[config.mk]
export PLATFORM = sky130hd
export DESIGN_NAME = mem_port_arbiter
export DESIGN_NICKNAME = d
export VERILOG_FILES = /design/src/rtl/mem_port_arbiter.sv
export SDC_FILE = /design/constraint.sdc
export NUM_CORES = 1
export LEC_CHECK = 0
export ABC_AREA = 1
export BUFFER_PORTS_ARGS = -buffer_cell sky130_fd_sc_hd__buf_2
export CORE_AREA = 3 3 205 207
export DETAILED_ROUTE_END_ITERATION = 8
export DIE_AREA = 0 0 208 210
export PLACE_DENSITY = 0.3
export SYNTH_ARGS = -nofsm -noshare
export SYNTH_HDL_FRONTEND = slang
export SYNTH_SLANG_ARGS = --single-unit
[constraint.sdc]
create_clock -name clk -period 2.4 [get_ports clk]
set_clock_uncertainty 0.15 [all_clocks]
set_input_delay 0.36 -clock clk [delete_from_list [all_inputs] [get_ports clk]]
set_output_delay 0.36 -clock clk [all_outputs]
set_load 0.01 [all_outputs]
[src/rtl/mem_port_arbiter.sv]
// mem_port_arbiter: shares one memory port between fetch (I) and LSU (D).
// D has priority, bounded by a fetch starvation limit; d_lock holds D for CSWAP.
//
// Ports:
//   clk, reset        clock, synchronous active-high reset
//   i_*               fetch side: address, read level, readdata, done pulse
//   d_*               LSU side: address, datasize, read/write levels,
//                     writedata, lock, readdata, done pulse
//   m_*               memory side: address, datasize, read/write levels,
//                     writedata, readdata, done pulse
//   grant             owner: 00 none, 01 I, 10 D
module mem_port_arbiter #(
  parameter int STARVE_LIMIT = 4,
  parameter int CNT_W        = 3
) (
  input  logic        clk,
  input  logic        reset,
  input  logic [63:0] i_address,
  input  logic        i_read,
  output logic [63:0] i_readdata,
  output logic        i_done,
  input  logic [63:0] d_address,
  input  logic [1:0]  d_datasize,
  input  logic        d_read,
  input  logic        d_write,
  input  logic [63:0] d_writedata,
  input  logic        d_lock,
  output logic [63:0] d_readdata,
  output logic        d_done,
  output logic [63:0] m_address,
  output logic [1:0]  m_datasize,
  output logic        m_read,
  output logic        m_write,
  output logic [63:0] m_writedata,
  input  logic [63:0] m_readdata,
  input  logic        m_done,
  output logic [1:0]  grant
);

  localparam logic [CNT_W-1:0] LIMIT = CNT_W'(STARVE_LIMIT);
  localparam logic [CNT_W-1:0] ONE   = CNT_W'(1);

  typedef enum logic [1:0] {
    S_IDLE  = 2'd0,
    S_GNT_I = 2'd1,
    S_GNT_D = 2'd2
  } state_t;

  state_t           state;
  state_t           state_nxt;
  logic [CNT_W-1:0] starve_cnt;
  logic [CNT_W-1:0] cnt_nxt;

  logic d_req;
  logic starved;

  assign d_req   = d_read | d_write;
  assign starved = (starve_cnt >= LIMIT);

  // readdata is only meaningful in the done cycle
  assign i_readdata = m_readdata;
  assign d_readdata = m_readdata;

  always_ff @(posedge clk) begin
    if (reset) begin
      state      <= S_IDLE;
      starve_cnt <= '0;
    end else begin
      state      <= state_nxt;
      starve_cnt <= cnt_nxt;
    end
  end

  always_comb begin
    state_nxt = state;
    cnt_nxt   = starve_cnt;
    unique case (state)
      S_IDLE: begin
        if (d_req && (!i_read || !starved))
          state_nxt = S_GNT_D;
        else if (i_read)
          state_nxt = S_GNT_I;
      end
      S_GNT_I: begin
        // dropped request aborts; a same-cycle m_done is discarded
        if (!i_read) begin
          state_nxt = S_IDLE;
        end else if (m_done) begin
          state_nxt = S_IDLE;
          cnt_nxt   = '0;
        end
      end
      S_GNT_D: begin
        if (!d_req) begin
          state_nxt = S_IDLE;
        end else if (m_done) begin
          if (i_read && !starved)
            cnt_nxt = starve_cnt + ONE;
          // lock keeps the port: no idle gap for I to slip in
          if (!d_lock)
            state_nxt = S_IDLE;
        end
      end
      default: state_nxt = S_IDLE;
    endcase
  end

  always_comb begin
    grant       = 2'b00;
    m_address   = '0;
    m_datasize  = 2'd0;
    m_read      = 1'b0;
    m_write     = 1'b0;
    m_writedata = '0;
    i_done      = 1'b0;
    d_done      = 1'b0;
    unique case (state)
      S_IDLE: begin
        grant = 2'b00;
      end
      S_GNT_I: begin
        grant      = 2'b01;
        m_address  = i_address;
        m_datasize = 2'd3;
        m_read     = i_read;
        i_done     = m_done & i_read;
      end
      S_GNT_D: begin
        grant       = 2'b10;
        m_address   = d_address;
        m_datasize  = d_datasize;
        m_writedata = d_writedata;
        m_read      = d_read;
        m_write     = d_write & ~d_read;
        d_done      = m_done & d_req;
      end
      default: grant = 2'b00;
    endcase
  end

endmodule

==> qor.yml, run 1 <==
required_ps: 1890
synth.distinct_cells: 20
grt_pass1_wl_mm: 20.0
gr-usage-met3_pct: 1.64
wire_per_inst_um: 11.0
routed_wirelength_mm: 14.2
period_share_pct: 94.3
dr_total_vias: 3796
start_util_pct: 7.21
relSlewSlack_pct: 73.9
htreeDepth: 1
use_met1_pct: 5.82
syn2layout_area_growth_pct: 47.8
met2_usage_pct: 11.1
core_area_sq_um: 40600
drv_slew: 0
status: "finished clean"
gp_congestion: 0.751
grt_max_degree: 71
dieArea_sq_um: 43700
postCtsSetupBuffers: 0
diodes: 0
rsz0062_at_grt: "no"
antenna_found_initial: 1
seq_area_frac_synth_pct: 3.42
cts_root_buf: "clkbuf_16"
synth_edf_count: 0
setup_viol: 0
seq_area_sq_um: 100
final_util_pct: 10.7
tightest_slew_ps: 388
hold_buffers: 0
synth_nets: 834
critPathCaptureType: "output port"
synth_ff_type: "dfxtp_1"
hp-class: "in2reg"
crit_arrival_ps: 1750
async_flop_share_pct: 0
p_total_mw: 2.20
die_h_um: 210
syn_area_per_cell_sq_um: 5.19
cts_tree: "built"
path_clk_slew_ps: 40
rows: 74
netlist_area_sq_um: 2920
ant_nets: 0
drc_errors: 0
power_leakage_nw: 2.69
syn_inst: 563
firstDrtPassIters: 4
first_iter_violations: 99
nNetsFinal: 1023
grt_usage_pct: 5.80
cts_sinks: 5
synth.largest_area_cell: "buf_4"
cts_buffer_depth: 2
finalHoldViolCount: 0
cts_resized: 0
fmax_mhz: 442
startpoint_type: "flip-flop"
ys_seq_elements: 5
finalSetupTns_ps: 0
fin_crit_ps: 2260
yosys.area.top_type_share_pct: 35.4
drive_above_1_share_pct: 47.5
path_max_fanout: 66
cap_violations: 0
die_w_um: 208
overflow: 0
ys_top_cells_by_area: "buf_4 35%, nand2_1 28%, a21oi_1 12%, inv_1 9.6%, dfxtp_1 3.4%"
multi_input_area_sq_um: 1400
insertion_delay_ps: 230
path_class: "reg2out"
r2r_slack_ps: 640
cts_buffers: 3
powerDensity_nw_per_um2: 510
io_pins: 529
whs_ps: 164
port_buffers: 336
preCtsSetupSlack_ps: 412
dp_hpwl_mm: 11.7
yosysWarnings: 0
grt_pass1_vias: 3635
nFillCells: 4851
grt_busiest_layer: "met2"
ir_drop_uv: 307
worst_slack_ps: 138
drt-vias-per-instance: 2.96
-- layout by cell type (no fill, tap or decap), drive strengths merged --
master,netlist,layout
nor2,17,17
ha,6,6
o21ai,1,1
inv,76,76
nand3,4,4
or2,1,1
clkinv,0,1
dfxtp,5,5
clkbuf,3,3
nand2,223,223
buf,155,342
a21oi,70,70
nor3,2,2
-- report_power, final --
part | switching (mW) | leakage, nW | total, mW | internal [mW]
Sequential | 0.0124 | 0.0410 | 0.112 | 0.0992
Clock | 0.0625 | 0.0409 | 0.281 | 0.218
Combinational | 1.14 | 2.61 | 1.81 | 0.667
-- state kept, by name (all words and copies together) (netlist names) --
name        cells
starve_cnt      3
state           2
-- synth_stat cells (2+ instances only) --
cell type / instances
nand2_1: 222
buf_4: 138
inv_1: 75
a21oi_1: 70
buf_2: 14
nor2_1: 13
ha_1: 6
dfxtp_1: 5
clkbuf_1: 3
nand3_1: 3
buf_6: 2
nor2_2: 2
nor2_4: 2
nor3_1: 2
-- through the flow --
step / cells / instance area [sq um]
6_report: 1283 / 4320
3_3_place_gp: 1279 / 4240
4_1_cts: 1283 / 4320
3_5_place_dp: 1279 / 4240
2_1_floorplan: 563 / 2920
5_1_grt: 1283 / 4320
-- kinds of logic after synthesis --
group / Yosys count / synth area share [%]
AND/OR/NAND/NOR: 247 / 33.0
buffers and inverters: 234 / 48.9
AO/OA/AOI/OAI: 71 / 12.2
adder cells (fa/ha/maj): 6 / 2.57
flip-flops: 5 / 3.42
-- metal layers --
layer | wire (um) | vias up
met5 | 0 | -
met4 | 598 | 0
met3 | 1410 | 54
met2 | 7170 | 271
met1 | 4990 | 1559
li1 | - | 1912
-- final cells by class --
cell class	count	share of cell area, %
Timing Repair Buffer	342	41.4
Tap cell	532	15.4
Multi-Input combinational cell	324	32.4
Clock buffer	3	1.74
Clock inverter	1	0.116
Inverter	76	6.60
Sequential cell	5	2.32
-- worst paths after layout --
path                   endpoint          start  cells past startpoint
hold reg to reg   starve_cnt[1]  starve_cnt[1]                      2
hold / removal    starve_cnt[2]          reset                      2
setup reg to reg  starve_cnt[1]       state[0]                     10
setup / recovery  m_address[50]       state[1]                      6
-- critical path, cell delays in order, from the launching register on --
cell and delay, ps:
dfxtp_1 370, inv_1 110, ha_1 300, inv_2 50
buf_12 160, a21oi_1 260, buf_2 180
(Power assumes the default switching activity.)
==> run 2, diff against run 1 <==
- ABC_AREA: 1 -> default
- BUFFER_PORTS_ARGS: -buffer_cell sky130_fd_sc_hd__buf_2 -> default
- CORE_AREA: 3 3 205 207 -> 3 3 203 205
- DIE_AREA: 0 0 208 210 -> 0 0 206 208
- DONT_BUFFER_PORTS: default -> 1
- clock period: 2.4 -> 1.9 ns (I/O delays scaled with it)
==> qor.yml, run 2 <==
status: "finished with violations"
violations: "setup timing"
r2r_slack_ps: 10
power.share.sequential_pct: 6.0
ys_top_cells_by_area: "buf_4 34%, a22oi_1 17%, nor2b_1 15%, and2_1 14%, dfxtp_1 3.6%"
fmax_mhz: 497
place_inst: 810
gp_congestion: 0.797
wire_per_inst_um: 20.9
powerDensity_nw_per_um2: 557
dr_total_vias: 2563
synth.distinct_cells: 30
syn2layout_area_growth_pct: 28.0
grt_pass1_vias: 2573
largest_register: "starve_cnt"
reg_top3: "starve_cnt x3, state x2"
worst_slack_ps: -113
drv_slew: 0
ant_nets: 0
path_class: "reg2out"
final_area_sq_um: 3580
critPathCaptureType: "output port"
crit_arrival_ps: 1580
cp_top_family: "buffers and inverters"
cts_tree: "built"
startpoint_type: "flip-flop"
cts_root_buf: "clkbuf_16"
routed_wirelength_mm: 17.4
p_total_mw: 2.00
synthTopCellsByCount: "128 x buf_4, 68 x nor2b_1, 65 x a22oi_1, 64 x and2_1, 22 x clkbuf_1"
hp-class: "in2reg"
period_share_pct: 106
antenna_found_initial: 6
internal_power_mw: 1.14
finalHoldViolCount: 0
diodes: 0
stdcell_count: 830
drive_above_1_share_pct: 51.1
async_flop_share_pct: 0
nFillCells: 4588
die_w_um: 206
netlist_area_sq_um: 2800
io_pins: 529
htreeDepth: 1
rsz0062_at_grt: "yes"
cts_buffer_depth: 2
clkPwrFrac_pct: 17.5
grt_max_degree: 34
core_area_sq_um: 39600
ir_drop_uv: 212
syn_inst: 402
synth.largest_area_cell: "buf_4"
p_switching_uw: 853
critPathMaxStageDelay_ps: 320
power_leakage_nw: 1.02
ys_seq_elements: 5
drt-vias-per-instance: 3.09
dieArea_sq_um: 42800
final_common_cell: "and2_1"
grt_pass1_wl_mm: 20.9
first_iter_violations: 78
cts_buffers: 3
cts_sinks: 5
port_buffers: 0
seq_area_frac_synth_pct: 3.57
yosysWarnings: 0
cap_violations: 0
synth_edf_count: 0
drc_errors: 0
overflow: 0
path_clk_slew_ps: 30
insertion_delay_ps: 230
place_area_sq_um: 2770
synth_nets: 673
die_h_um: 208
nNetsFinal: 577
fin_crit_ps: 2010
start_util_pct: 7.07
slowest_stage: "dfxtp_2"
firstDrtPassIters: 4
syn_area_per_cell_sq_um: 6.97
largest_reg_flops: 3
grt_usage_pct: 6.99
worstPathCellList: "buf_6 -> ha_4 -> bufbuf_16 -> a22oi_1 -> nor2b_2"
p_sw_share_pct: 42.7
p_comb_share_pct: 76.6
tightest_slew_ps: 388
mostFrequentLayoutCells: "55 x and2_1, 47 x a22oi_1, 47 x nor2b_2"
required_ps: 1460
relSlewSlack_pct: 73.8
setup_viol: 87
path_max_fanout: 12
yosys.area.top_type_share_pct: 34.3
finalSetupTns_ps: -4990
dp_hpwl_mm: 11.9
rows: 73
synth_ff_type: "dfxtp_1"
worst-path-buf-inv: 2
yosysMostFrequentCell: "buf_4"
## run 2: cell type report
class                           instances  area [sq um]  area share (%)
Multi-Input combinational cell        235          1950            54.4
Timing Repair Buffer                   56           769            21.5
Tap cell                              525           657            18.3
Sequential cell                         5           105            2.93
Clock buffer                            4          78.8            2.20
Inverter                                5          23.8           0.663
## run 2: stage by stage
| stage | hold slack, ps | util [%] | setup WS (ps) |
|---|---|---|---|
| 2_1_floorplan | 204 | - | 7.13 |
| 3_3_place_gp | 207 | 6.99 | 24.0 |
| 3_5_place_dp | 209 | 6.99 | 17.0 |
| 4_1_cts | 134 | 8.51 | -127 |
| 5_1_grt | 161 | 9.04 | -173 |
| 6_report | 145 | 9.04 | -113 |
## run 2: power by group through the flow
| stage | Sequential (mW) | Clock (mW) | Combinational (mW) |
|---|---|---|---|
| after CTS | 0.119 | 0.358 | 1.45 |
| after global routing | 0.120 | 0.367 | 1.64 |
| after detailed placement | 0.117 | 0 | 1.02 |
| final | 0.119 | 0.349 | 1.53 |
| after floorplan | 0.117 | 0 | 0.969 |
| after global placement | 0.117 | 0 | 1.02 |
## run 2: worst paths after layout
path / startpoint / endpoint / cells past startpoint
max: state[1] / m_address[38] / 5
min: reset / state[0] / 3
max reg2reg: state[1] / starve_cnt[0] / 9
min reg2reg: starve_cnt[1] / starve_cnt[1] / 2
## run 2: logic make-up after synthesis
| logic type | synth area share, % |
|---|---|
| compound gates | 21.6 |
| flops | 3.57 |
| fa+ha+maj | 2.68 |
| simple gates | 33.2 |
| buf+inv | 38.9 |
## run 2: worst min-delay path, cell delays in order
cell     delay, ps
inv_1           50
nand3_1         80
o31ai_1         60
## run 2: what timing repair did
action / in CTS / in global routing
setup buffers: 3 / 2
endpoints found under the setup margin: 131 / 136
pin swaps: 5 / 5
cloned: 9 / 2
gates resized for setup: 74 / 39
hold buffers: 1 / 0
hold endpoints to repair: 3 / 0
## run 2: metal layers
layer | GRT usage [%] | vias up | wire length, um | share of wire (%)
met4 | 3.70 | 8 | 973 | 5.6
met3 | 3.11 | 77 | 2070 | 12
li1 | - | 1024 | - | -
met1 | 6.05 | 1164 | 5490 | 32
met5 | 0 | - | 54 | 0.31
met2 | 13.3 | 290 | 8770 | 51
==> run 3, diff against run 2 <==
- CORE_AREA: 3 3 203 205 -> 3 3 202 204
- DIE_AREA: 0 0 206 208 -> 0 0 205 207
- REMOVE_ABC_BUFFERS: default -> 1
==> qor.yml, run 3 (synthesis results as in run 2) <==
syn2layout_area_growth_pct: 37.6
first_iter_violations: 104
setup_viol: 35
htreeDepth: 1
path_max_fanout: 19
insertion_delay_ps: 230
dieArea_sq_um: 42400
hp-class: "in2reg"
p_total_mw: 2.16
worst_slack_ps: -75.8
rows: 73
dp_hpwl_mm: 17.5
status: "finished with violations"
power_leakage_nw: 1.14
cts_buffer_depth: 2
cts_sinks: 5
period_share_pct: 104
die_h_um: 207
path_clk_slew_ps: 30
startpoint_type: "flip-flop"
port_buffers: 0
nNetsFinal: 582
cts_tree: "built"
core_area_sq_um: 39500
grt_pass1_vias: 2648
start_util_pct: 7.10
grt_usage_pct: 9.37
tightest_slew_ps: 404
fin_crit_ps: 1980
finalHoldViolCount: 0
io_pins: 529
largest_reg_flops: 3
path_class: "reg2out"
die_w_um: 205
rsz0062_at_grt: "yes"
largest_register: "starve_cnt"
reg_top3: "starve_cnt x3, state x2"
routed_wirelength_mm: 23.4
wire_per_inst_um: 28.0
powerDensity_nw_per_um2: 561
r2r_slack_ps: 70
firstDrtPassIters: 6
mostFrequentLayoutCells: "55 x and2_4, 44 x a22oi_1, 43 x nor2b_2"
ant_nets: 0
fmax_mhz: 506
cap_violations: 0
ir_drop_uv: 291
drv_slew: 0
overflow: 0
drc_errors: 0
dr_total_vias: 2819
required_ps: 1460
drt-vias-per-instance: 3.37
grt_max_degree: 47
cts_buffers: 3
gp_congestion: 0.811
final_common_cell: "and2_4"
final_area_sq_um: 3850
grt_pass1_wl_mm: 26.3
place_area_sq_um: 2720
cts_root_buf: "clkbuf_16"
final_util_pct: 9.77
critPathCaptureType: "output port"
relSlewSlack_pct: 72.7
violations: "setup timing"
crit_arrival_ps: 1540
drive_above_1_share_pct: 69.7
antenna_found_initial: 2
-- run 3: metal layers --
metal | vias to the layer above | part of all wire [%] | GRT usage [%] | routed length, um
li1 | 1031 | - | - | -
met3 | 40 | 20 | 8.61 | 4610
met4 | 14 | 2.4 | 2.29 | 554
met5 | - | 1.8 | 6.80 | 410
met2 | 462 | 41 | 13.2 | 9660
met1 | 1272 | 35 | 9.72 | 8150
-- run 3: path summary, 6_finish.rpt --
| check | startpoint | to | cells past startpoint |
|---|---|---|---|
| setup / recovery | state[0] | m_address[17] | 6 |
| hold reg to reg | starve_cnt[1] | starve_cnt[1] | 2 |
| setup reg to reg | state[1] | state[1] | 6 |
| hold / removal | reset | state[0] | 3 |
-- run 3: repair_timing --
action,in CTS,in global routing
cloned,4,9
resized for setup,110,89
endpoints found under the hold margin,3,0
setup endpoints to repair,135,121
hold buffers,1,0
pin swaps,5,7
setup buffers,11,4
-- run 3: layout make-up --
| cell class | count | area [sq um] |
|---|---|---|
| Tap cell | 525 | 657 |
| Fill cell | 4530 | 35600 |
| Inverter | 5 | 23.8 |
| Timing Repair Buffer | 61 | 826 |
| Clock buffer | 4 | 78.8 |
| Antenna cell | 1 | 2.50 |
| Sequential cell | 5 | 108 |
| Multi-Input combinational cell | 235 | 2160 |
-- run 3: worst max-delay path, stage by stage, from the launching register on --
cell,delay [ps]
dfxtp_4,350
inv_4,90
ha_4,240
buf_4,170
buf_16,150
a22oi_1,90
nor2b_1,220
-- run 3: report_power, final --
group	switching (mW)	internal (mW)
registers	0.0110	0.113
clock network	0.0685	0.278
logic	0.792	0.900
total	0.872	1.29
-- run 3: metrics by stage --
stage,std cells,setup slack (ps),hold WS (ps),TNS [ps]
floorplan,245,-877,204,-65010
global placement,805,-50.5,212,-87.4
detailed placement,805,-60.3,212,-89.4
CTS,822,-82.3,139,-3430
global route,836,-124,158,-5470
finish,836,-75.8,138,-1170
